**config.mk**
```make
export PLATFORM = sky130hd
export DESIGN_NAME = lb_cmd_arb
export DESIGN_NICKNAME = d
export VERILOG_FILES = /design/src/rtl/lb_pkg.sv /design/src/rtl/rr_arb2.sv /design/src/rtl/lb_cmd_arb.sv
export SDC_FILE = /design/constraint.sdc
export NUM_CORES = 1
export LEC_CHECK = 0
export BUFFER_PORTS_ARGS = -buffer_cell sky130_fd_sc_hd__buf_2
export CORE_MARGIN = 4
export CORE_UTILIZATION = 51
export CTS_CLUSTER_DIAMETER = 50
export DETAILED_ROUTE_END_ITERATION = 12
export MAX_ROUTING_LAYER = met4
export PLACE_DENSITY = 0.8
export SETUP_SLACK_MARGIN = 0.5
export SLEW_MARGIN = 10
export SYNTH_ARGS = -nofsm -noshare
export SYNTH_HDL_FRONTEND = slang
export SYNTH_SLANG_ARGS = --single-unit
```
**constraint.sdc**
```tcl
create_clock -name clk -period 2.5 [get_ports clk]
set_input_delay 0.125 -clock clk [delete_from_list [all_inputs] [get_ports clk]]
set_output_delay 0.125 -clock clk [all_outputs]
set_load 0.01 [all_outputs]
```
**src/rtl/lb_pkg.sv**
```systemverilog
// Shared types and constants for the local-bus command arbiter.
package lb_pkg;

  typedef struct packed {
    logic [7:0]  op;
    logic [23:0] addr;
    logic [31:0] data;
  } lb_cmd_t;

  typedef enum logic [1:0] {IDLE, ISSUE, WAIT_RD, RESP} lb_state_e;

  localparam logic [7:0]  OP_WR      = 8'h00;
  localparam logic [7:0]  OP_RD      = 8'h01;
  localparam logic [7:0]  OP_SYNC    = 8'hff;
  localparam logic [31:0] ST_TIMEOUT = 32'hffffffff;
  localparam logic [31:0] ST_ILLEGAL = 32'hdeadbeef;

  // Only writes and reads reach the local bus.
  function automatic logic fwd_op(input logic [7:0] op);
    return (op == OP_WR) || (op == OP_RD);
  endfunction

endpackage

```
**src/rtl/rr_arb2.sv**
```systemverilog
// Two-input round-robin grant; the favoured requester is updated by the
// caller once a granted transaction completes.
module rr_arb2 (
  input  logic       clk,
  input  logic       rst,
  input  logic [1:0] req,
  input  logic       upd,
  input  logic       upd_id,
  output logic [1:0] gnt
);

  logic pri;  // requester that wins when both request

  always_ff @(posedge clk) begin
    if (rst)      pri <= 1'b0;
    else if (upd) pri <= ~upd_id;
  end

  assign gnt[0] = req[0] & (~req[1] | ~pri);
  assign gnt[1] = req[1] & (~req[0] |  pri);

endmodule

```
**src/rtl/lb_cmd_arb.sv**
```systemverilog
// Two-requester arbiter/sequencer for the shared 64-bit local-bus command
// port: one command in flight, response routed back to its originator.
module lb_cmd_arb
  import lb_pkg::*;
#(
  parameter int TIMEOUT = 1024
) (
  input  logic        clk,
  input  logic        rst,
  input  logic [63:0] req_cmd0,
  input  logic        req_valid0,
  output logic        req_ready0,
  output logic [63:0] resp_data0,
  output logic        resp_valid0,
  input  logic [63:0] req_cmd1,
  input  logic        req_valid1,
  output logic        req_ready1,
  output logic [63:0] resp_data1,
  output logic        resp_valid1,
  output logic [63:0] lb_cmd,
  output logic        lb_valid,
  input  logic [31:0] lb_rdata,
  input  logic        lb_rvalid,
  output logic        busy,
  output logic [15:0] err_cnt
);

  localparam int CW = (TIMEOUT > 2) ? $clog2(TIMEOUT) : 1;

  lb_state_e     state;
  lb_cmd_t       cmd, in_cmd, rsp;
  logic          gid, done, err_inc, accept;
  logic [1:0]    gnt;
  logic [CW-1:0] cnt;

  rr_arb2 u_arb (
    .clk    (clk),
    .rst    (rst),
    .req    ({req_valid1, req_valid0}),
    .upd    (state == RESP),
    .upd_id (gid),
    .gnt    (gnt)
  );

  assign accept     = (state == IDLE) && !rst;
  assign req_ready0 = accept & gnt[0];
  assign req_ready1 = accept & gnt[1];
  assign in_cmd     = gnt[1] ? lb_cmd_t'(req_cmd1) : lb_cmd_t'(req_cmd0);
  assign busy       = (state != IDLE);

  // done: the response is final this cycle and RESP follows.
  always_comb begin
    done    = 1'b0;
    err_inc = 1'b0;
    rsp     = cmd;
    case (state)
      ISSUE: begin
        case (cmd.op)
          OP_WR:   done = 1'b1;
          OP_RD:   done = 1'b0;
          OP_SYNC: begin
            done     = 1'b1;
            rsp.addr = '1;
          end
          default: begin
            done     = 1'b1;
            err_inc  = 1'b1;
            rsp.data = ST_ILLEGAL;
          end
        endcase
      end
      WAIT_RD: begin
        // read data beats the timeout when both land together
        if (lb_rvalid) begin
          done     = 1'b1;
          rsp.data = lb_rdata;
        end else if (cnt == CW'(TIMEOUT - 1)) begin
          done     = 1'b1;
          err_inc  = 1'b1;
          rsp.data = ST_TIMEOUT;
        end
      end
      default: ;
    endcase
  end

  always_ff @(posedge clk) begin
    if (rst) begin
      state       <= IDLE;
      cmd         <= '0;
      gid         <= 1'b0;
      cnt         <= '0;
      lb_cmd      <= '0;
      lb_valid    <= 1'b0;
      resp_data0  <= '0;
      resp_data1  <= '0;
      resp_valid0 <= 1'b0;
      resp_valid1 <= 1'b0;
      err_cnt     <= '0;
    end else begin
      lb_valid    <= 1'b0;
      resp_valid0 <= 1'b0;
      resp_valid1 <= 1'b0;
      if (err_inc && err_cnt != 16'hffff) err_cnt <= err_cnt + 16'd1;
      if (done) begin
        state <= RESP;
        if (gid) begin
          resp_valid1 <= 1'b1;
          resp_data1  <= rsp;
        end else begin
          resp_valid0 <= 1'b1;
          resp_data0  <= rsp;
        end
      end
      case (state)
        IDLE: begin
          if (|gnt) begin
            cmd   <= in_cmd;
            gid   <= gnt[1];
            state <= ISSUE;
            if (fwd_op(in_cmd.op)) begin
              lb_valid <= 1'b1;
              lb_cmd   <= in_cmd;
            end
          end
        end
        ISSUE: begin
          cnt <= '0;
          if (!done) state <= WAIT_RD;
        end
        WAIT_RD: cnt   <= cnt + CW'(1);
        RESP:    state <= IDLE;
        default: state <= IDLE;
      endcase
    end
  end

endmodule

```
==> results_dict.tcl <==
set metrics [dict create \
    final.setup.worst_slack_ns 0.188 \
    final_hold_viol_count 0 \
    drt_iter0_drc 1660 \
    grt_pass1_vias 12400 \
    p_per_area_nw_per_um2 1030 \
    fin_crit_sh 0.925 \
    clk_latency_ns 0.56 \
    fmax_mhz 433 \
    rsz0062_at_grt "true" \
    drc 0 \
    final_common_cell "buf_2" \
    comb_power_share 0.413 \
    skew_ns 0.0124 \
    yosysSeqAreaShare 0.494 \
    viasPerCell 6.25 \
    place_inst 1985 \
    status "finished clean" \
    die-area_um2 25500 \
    p_total_uw 19500 \
    synth_area_um2 11700 \
    maxCapViolCount 0 \
    cp-start-kind "register" \
    drive_gt1_frac 0.432 \
    clk_pin_slew_ns 0.06 \
    crit_buf_inv 3 \
    ioPinCount 379 \
    leakagePower_uw 0.00839 \
    first_pass_iters 8 \
    crit_path_cell_trace "ha_4 -> nand4_1 -> or4_4 -> a31oi_4 -> buf_6 -> buf_12 -> buf_16 -> nor2_1 -> nor3_1" \
    cts_buffers 31 \
    ys_async_sr_fraction 0 \
    synth_enable_flop_cells 0 \
    cts.sinks 289 \
    ant_nets 0 \
    antenna_found_initial 5 \
    initial_core_util 0.518 \
    fin_setup_tns_ns 0 \
    nets 2061 \
    crit_path_max_incr_delay_ns 0.61 \
    routed_wl_mm 55.5 \
    worstPathRequired_ns 2.96 \
    rows 55 \
    place_hpwl_mm 26.2 \
    cts_max_level 1 \
    synth.avg_cell_area_um2 8.35 \
    clockBufferDepth 3 \
    synth.distinct_cells 47 \
    whs_ns 0.00842 \
    numPortBuffers 378 \
    syn-num-nets 1575 \
    cts_tree "built" \
    fin_crit_ns 2.31 \
    endpoint_kind "register" \
    yosysWarnings 0 \
    ir_worst_vdd_mv 0.705 \
    path_max_fanout 8 \
    die_x_um 160 \
    dpl_worst_slack_ns 0.188 \
    arrival_ns 2.77 \
    final_cell_mix "377 x buf_2, 273 x dfxtp_1, 265 x nor2_1" \
    maxSlewHeadroom 0.427 \
    swShare 0.394 \
    tightest_slew_ns 0.836 \
    instances_no_fill 2205 \
    slowest_stage "or4_4" \
    switchingPower_uw 7670 \
    drv_slew 0 \
    area_growth_pct 60.9 \
    die_h_um 160 \
    wire_per_inst_um 25.2 \
    intPower_uw 11800 \
    grt_pass1_wl_mm 70.0 \
    grt_overflow 0 \
    path_class "reg2reg" \
    seq_power_share 0.327 \
    grt_start_max_net_pins 92 \
    routabilityCongestion 0.952 \
    via_count 13800 \
    synth_seq_cells 289 \
    hold_class "in2reg" \
    synthCells 1404 \
    crit_family "simple AND/OR/NAND/NOR gates" \
    clockPowerShare 0.260 \
    grt_use_total 0.352 \
    ctsRootBufferMaster "clkbuf_16" \
    synth_ff_type "dfxtp_1" \
    final-setup-viol-count 0 \
    fp.coreArea_um2 22600 \
    rrSetupSlack_ns 0.19 \
]
==> metal layers <==
metal	global-route usage	share of wire	up-vias
met5	-	0	-
met4	0.154	0.080	0
met3	0.0831	0.11	381
met2	0.578	0.47	1041
met1	0.413	0.34	6506
li1	-	-	5855
==> worst reg2reg max path, stage by stage (launching register included) <==
cell     delay, ns
dfxtp_2       0.37
ha_4          0.16
nand4_1       0.12
or4_4         0.61
a31oi_4       0.26
buf_6         0.15
buf_12        0.12
buf_16        0.15
nor2_1        0.05
nor3_1        0.23
==> stage by stage <==
step                area, um2   util
detailed placement      13900  0.615
global placement        13900  0.615
global route            18900  0.833
CTS                     16800  0.744
finish                  18900  0.833
floorplan               11800      -
==> cell usage after synthesis (2+ instances only) <==
library cell	count	share of area
a211oi_1	122	0.078
nor4_1	5	0.0027
o21a_1	24	0.015
and4_1	2	0.0015
o221ai_1	8	0.0060
a21bo_2	9	0.0077
o2111ai_1	2	0.0015
a31oi_1	2	0.0011
clkbuf_1	75	0.024
inv_1	10	0.0032
dfxtp_1	289	0.49
and2_1	10	0.0053
buf_1	2	0.00064
nand4_1	9	0.0048
a21oi_1	28	0.012
or4_1	4	0.0026
ha_1	6	0.0064
mux2i_1	64	0.055
nor2_1	375	0.12
o211ai_1	3	0.0019
xnor2_1	2	0.0015
xor2_1	11	0.0082
o21ai_0	41	0.018
nor3_1	115	0.049
or3_1	10	0.0053
nand3_1	34	0.015
nand2b_1	3	0.0016
buf_2	34	0.015
nand2_1	84	0.027
nor2b_1	3	0.0016
o32ai_1	2	0.0015
==> final timing paths <==
kind	start	to	cells after the start
hold reg to reg	resp_data0[56]	resp_data0[56]	2
setup / recovery	cnt[1]	resp_data1[50]	9
hold / removal	req_cmd0[58]	cmd[58]	3
setup reg to reg	cnt[1]	resp_data1[50]	9
==> flip-flops by register name, indices dropped and copies added, names as in the netlist <==
register,flops
gid,1
u_arb.pri,1
err_cnt,16
lb_valid,1
cnt,10
resp_data0,64
state,2
lb_cmd,64
resp_valid1,1
resp_data1,64
resp_valid0,1
cmd,64
==> cells by family after synthesis <==
logic type | share of synthesized area
AND/OR/NAND/NOR | 0.241
flip-flops | 0.494
buffers and inverters | 0.0433
XOR/XNOR | 0.00971
AO/OA/AOI/OAI | 0.150
adder cells (fa/ha/maj) | 0.00640
multiplexers | 0.0556
==> repair_timing <==
item,CTS,global route
hold endpoints to repair,44,0
setup buffers,34,15
resized for setup,109,335
hold buffers,63,0
setup endpoints to repair,207,225
pin swaps,42,98
gates cloned,18,27
==> power groups by stage <==
stage / registers, uW / logic [uW] / clock network [uW]
3_5_place_dp: 6230 / 5000 / 0
4_1_cts: 6170 / 6130 / 5020
2_1_floorplan: 6270 / 3140 / 0
5_1_grt: 6440 / 8430 / 5290
3_3_place_gp: 6210 / 4880 / 0
6_report: 6370 / 8040 / 5070
==> layout make-up <==
cell class	instances	area, um2
Multi-Input combinational cell	994	6940
Sequential cell	289	5820
Timing Repair Buffer	564	4570
Fill cell	1174	3780
Clock buffer	44	895
Tap cell	285	357
Clock inverter	13	231
Inverter	10	41.3
Antenna cell	6	15.0
Power figures use the tool's default switching activity.
